[src/rtl/instr_fetch.sv]
// Instruction fetch front end: owns the fetch PC, issues word reads to
// instruction memory over a req/ack handshake, and buffers returned words in
// a small queue that decode drains through a valid/ready handshake.
// A redirect flushes the queue and any in-flight response.
//
// state | meaning
// ------+---------------------------------------------------------------
// IDLE  | no request outstanding; waits for a free queue slot
// REQ   | request to imem_addr outstanding; the response will be queued
// DROP  | request outstanding but wrong-path; the response is discarded
module instr_fetch #(
    parameter logic [31:0] RESET_PC = 32'h0,
    parameter int          QDEPTH   = 2
) (
    input  logic        clk,
    input  logic        reset,
    output logic        imem_req,
    output logic [31:0] imem_addr,
    input  logic        imem_ack,
    input  logic [31:0] imem_rdata,
    input  logic        redirect_valid,
    input  logic [31:0] redirect_target,
    output logic        instr_valid,
    output logic [31:0] instr,
    output logic [31:0] instr_pc,
    input  logic        instr_ready
);

    localparam int PW = (QDEPTH > 1) ? $clog2(QDEPTH) : 1;
    localparam int CW = PW + 1;
    localparam logic [CW-1:0] QD = CW'(QDEPTH);

    typedef enum logic [1:0] {IDLE, REQ, DROP} state_t;

    state_t        state, state_nxt;
    logic [31:0]   fetch_pc, fetch_pc_nxt;
    logic [31:0]   addr_q, addr_nxt;
    logic [31:0]   q_pc    [QDEPTH];
    logic [31:0]   q_instr [QDEPTH];
    logic [PW-1:0] rd_ptr, wr_ptr;
    logic [CW-1:0] count, count_after_pop;
    logic          pop, push;
    logic [31:0]   target_aligned;
    logic [1:0]    unused_tgt_lsbs;

    assign unused_tgt_lsbs = redirect_target[1:0];
    assign target_aligned  = {redirect_target[31:2], 2'b00};

    // A redirect cancels the pop: the whole queue is discarded anyway.
    assign instr_valid     = (count != '0);
    assign pop             = instr_valid && instr_ready && !redirect_valid;
    assign count_after_pop = count - CW'(pop);

    assign imem_req  = (state == REQ) || (state == DROP);
    assign imem_addr = addr_q;
    assign instr     = instr_valid ? q_instr[rd_ptr] : 32'h0;
    assign instr_pc  = instr_valid ? q_pc[rd_ptr]    : 32'h0;

    // Next-state, next fetch PC, request address and push decision.
    always_comb begin
        state_nxt    = state;
        fetch_pc_nxt = fetch_pc;
        addr_nxt     = addr_q;
        push         = 1'b0;
        case (state)
            IDLE: begin
                if (redirect_valid) begin
                    fetch_pc_nxt = target_aligned;
                end else if (count_after_pop < QD) begin
                    state_nxt = REQ;
                    addr_nxt  = fetch_pc;
                end
            end
            REQ: begin
                if (redirect_valid) begin
                    fetch_pc_nxt = target_aligned;
                    state_nxt    = imem_ack ? IDLE : DROP;
                end else if (imem_ack) begin
                    push         = 1'b1;
                    fetch_pc_nxt = fetch_pc + 32'd4;
                    // Only keep requesting if the next word already has a slot.
                    if ((count_after_pop + CW'(1)) < QD) begin
                        addr_nxt = fetch_pc + 32'd4;
                    end else begin
                        state_nxt = IDLE;
                    end
                end
            end
            DROP: begin
                if (redirect_valid) begin
                    fetch_pc_nxt = target_aligned;
                end
                if (imem_ack) begin
                    state_nxt = IDLE;
                end
            end
            default: state_nxt = IDLE;
        endcase
    end

    // FSM state, fetch PC and latched request address.
    always_ff @(posedge clk) begin
        if (reset) begin
            state    <= IDLE;
            fetch_pc <= RESET_PC;
            addr_q   <= RESET_PC;
        end else begin
            state    <= state_nxt;
            fetch_pc <= fetch_pc_nxt;
            addr_q   <= addr_nxt;
        end
    end

    // Queue pointers and occupancy; redirect empties the queue.
    always_ff @(posedge clk) begin
        if (reset || redirect_valid) begin
            rd_ptr <= '0;
            wr_ptr <= '0;
            count  <= '0;
        end else begin
            if (push) begin
                wr_ptr <= wr_ptr + PW'(1);
            end
            if (pop) begin
                rd_ptr <= rd_ptr + PW'(1);
            end
            count <= count_after_pop + CW'(push);
        end
    end

    // Queue storage; contents are only observed while count is non-zero.
    always_ff @(posedge clk) begin
        if (push && !reset) begin
            q_pc[wr_ptr]    <= addr_q;
            q_instr[wr_ptr] <= imem_rdata;
        end
    end

endmodule

[config.mk]
export PLATFORM = sky130hd
export DESIGN_NAME = instr_fetch
export DESIGN_NICKNAME = d
export VERILOG_FILES = /design/src/rtl/instr_fetch.sv
export SDC_FILE = /design/constraint.sdc
export NUM_CORES = 1
export LEC_CHECK = 0
export ABC_AREA = 1
export BUFFER_PORTS_ARGS = -buffer_cell sky130_fd_sc_hd__clkbuf_2
export CAP_MARGIN = 40
export CORE_ASPECT_RATIO = 0.5
export CORE_MARGIN = 2
export CORE_UTILIZATION = 40
export CTS_CLUSTER_DIAMETER = 120
export CTS_CLUSTER_SIZE = 24
export DETAILED_ROUTE_END_ITERATION = 10
export GPL_TIMING_DRIVEN = 1
export SLEW_MARGIN = 20
export SYNTH_ARGS = -nofsm -noshare
export SYNTH_HDL_FRONTEND = slang
export SYNTH_SLANG_ARGS = --single-unit
export TNS_END_PERCENT = 1
[constraint.sdc]
create_clock -name clk -period 8.2 [get_ports clk]
set_input_delay 0.82 -clock clk [delete_from_list [all_inputs] [get_ports clk]]
set_output_delay 0.82 -clock clk [all_outputs]
set_load 0.01 [all_outputs]
==> results.md <==
* R2R cell count at 12
* Via count at 7245
* Number of synthesis warnings at 0
* Cts repair resizes at 0
* Clock sink count at 191
* Max-slew headroom at the worst pin at 50.1%
* Async SR Flop Fraction at 0%
* DRC at 0
* Combinational family with the most area after synthesis: simple AND/OR/NAND/NOR gates
* Adder-Cell Fraction of Synth Area at 0.865%
* Setup crit start kind: register
* Leading cell type in the layout, fill and taps excluded: nand2_1
* Number of post-CTS setup repair buffers at 0
* Syn Area/Cell at roughly 8.5 µm²
* FP Rows at 38
* Top FF cell, synth: edfxtp_1
* Hold_buf cts at 0
* CP endpoint: imem_addr[26]
* Initial core utilization at 40.4%
* CP delay by family, top: buffers and inverters
* Max_cap viols at 0
* Setup_tns at 0 ns
* Layout cells sized above 1 at 18.4%
* CTS HTree Levels at 4
* Total die area at approximately 23000 µm²
* Worst reg2reg setup slack at between 5 and 6 ns
* Total GRT Usage at a little under 20%
* Clk_skew at 0.0105 ns
* Slowest CP cell: buf_4
* Clock-pin slew on the worst setup and hold paths at roughly 0.07 ns
* Final hold violation count at 0
* RSZ-0062 raised after global routing: no
* Sequential fraction of the synthesis area at between 50% and 60%
* Setup-failing EPs final at 0
* Die W at 212 µm
* Crit Path Category: register to register
* Crit. path cell count at 12
* Final min period at 2.93 ns
* Register area at between 5000 and 6000 µm²
* WP data required at 8.56 ns
* Reg-to-reg endpoint: imem_addr[26]
* Area of the multi-input gates at around 3100 µm²
* Crit path max fanout at a little under 50
* Synth cell types at 29
* Worst skew pair latency at 0.43 ns
* Clock Tree Root: clkbuf_16
* Detail Placement HPWL at 15100 µm
* Drt first pass iters at 5
* First-pass GRT wire length at ~35000 µm
* Number of synthesized register bits at approximately 190
* Hold Startpoint: rd_ptr
* Ports at about 170
* Syn-to-layout area delta at 19.0%
* Worst r2r src: state[1]
* PwrDens at roughly 230 nW/µm²
* Post-synthesis simple-gate area fraction at ~22%
* Post-synthesis mux area share at 0%
* Vias/cell at just under 5
* Placer Congestion at roughly 0.9
* Complex-gate fraction of the synthesized area at between 10% and 20%
* Worst-case clock buffer depth at 2
* Status: completed
* Number of DRC markers in iteration 0 at around 570
* CP cell instances: inv_1, ha_1, buf_4, inv_2, nor2_4, nand2_2, nand2_1, nand3_1, buf_4, nand2_1, nand2_1, a21oi_1
* Max stage delay on crit path at ~0.46 ns
* Max Freq at between 300 and 400 MHz
* TritonCTS clock tree: done
* CTS Buf Count at 17
* Max IR drop VDD at 0.000125 V
* Final wirelength at about 23000 µm
* Leak at 0.00424 µW
* Initial antenna violation count at 0
* Vias in the first global route at ~6600
* Most frequent cells in the layout: 344 x nand2_1, 160 x clkbuf_2, 146 x a21oi_1
* Nets at about 1200
* IO Port Bufs at 160
* Final-report max-slew violation count at 0
* Grt ovf at 0
* Total Power at between 2000 and 2500 µW
* Largest net degree at the start of global routing at 63
* Synth Area in XOR/XNOR at less than 1%
* Post-synth EDFFs at 124
* Die Ht at 108 µm
* Worst path arrival time at between 3 and 4 ns
* Post-synthesis cell area at ~8700 µm²
* Core area at 21500 µm²
* Worst Max-Slew Pin Slew at 0.747 ns
* Syn Inst Count at between 1000 and 1500
* Antenna diodes at 0
* CP startpoint: state[1]
* WL per Instance at between 15 and 20 µm
* Fin crit share at a little over a third
* Fill cells at 2113
* Final ANT Viol Nets at 0
* Crit. End Element: register
* Buf+Inv Stages, Crit Path at 4
* Cell mode on critical path: nand2_1
* Worst Hold Class: register to register
-- through the flow --
stage / instances / area, µm² / hold slack, ns / utilization, % / setup WS [ns]
3_5_place_dp: 1440 / 9760 / 0.468 / 45.4 / 5.27
6_report: 1472 / 10300 / 0.485 / 48.1 / 5.27
3_3_place_gp: 1437 / 9700 / 0.452 / 45.1 / 5.29
2_1_floorplan: 1022 / 8690 / 0.447 / - / 2.24
5_1_grt: 1472 / 10300 / 0.496 / 48.1 / 5.00
4_1_cts: 1472 / 10300 / 0.484 / 48.1 / 5.25
-- cell type report --
cell class / count / share of cell area, %
clock inverter: 10 / 1.09
timing repair buffer: 172 / 9.01
clock buffer: 22 / 4.40
sequential: 191 / 49.1
multi-input combinational: 707 / 30.2
inverter: 70 / 2.57
tap: 300 / 3.63
-- tightest hold or removal path: cells and delay by family, from the launching register on --
family / cells / cell delay (ns)
DFF: 1 / 0.30
buffers and inverters: 1 / 0.08
AOI/OAI and AO/OA: 1 / 0.07
-- layer usage --
layer	GRT usage, %	share of wire (%)	vias up
li1	-	-	3630
met1	28.1	48	3387
met2	30.8	45	195
met3	3.08	4.3	33
met4	7.29	2.5	0
met5	0	0	-
-- state kept, by name (all words and copies together), names as in the netlist, named ones only --
name and cells:
count 2, fetch_pc 30, imem_addr 30, q_instr 64
q_pc 60, rd_ptr 1, state 2, wr_ptr 1
-- synth_stat cells (5+ instances only) --
master | count | area share (%)
buf_4 | 8 | 0.69
nor2_1 | 90 | 3.9
nor2_2 | 5 | 0.36
a21oi_1 | 146 | 8.4
nand2_1 | 344 | 15
dfxtp_1 | 67 | 15
nand3_1 | 41 | 2.4
clkbuf_1 | 32 | 1.4
o21bai_1 | 5 | 0.43
buf_2 | 9 | 0.52
ha_1 | 6 | 0.86
xor2_1 | 6 | 0.61
o21ai_0 | 43 | 2.5
inv_1 | 66 | 2.9
edfxtp_1 | 124 | 43
-- cell families after synthesis --
family | after synthesis
adder cells (fa/ha/maj) | 6
buffers and inverters | 124
AO/OA/AOI/OAI | 197
XOR/XNOR | 9
other | 1
flip-flops | 191
AND/OR/NAND/NOR | 491
-- worst min-delay path by stage --
stage	to	slack (ns)	depth (start not counted)
after detailed placement	register	0.47	2
after global routing	register	0.50	2
after floorplan	register	0.45	2
final	register	0.48	2
after CTS	register	0.48	2
after global placement	register	0.45	2
-- power by group --
part	switching [µW]	total, µW	internal (µW)
combinational	272	408	136
sequential	80.1	1190	1110
clock	357	815	458
Power figures use the tool's default switching activity.
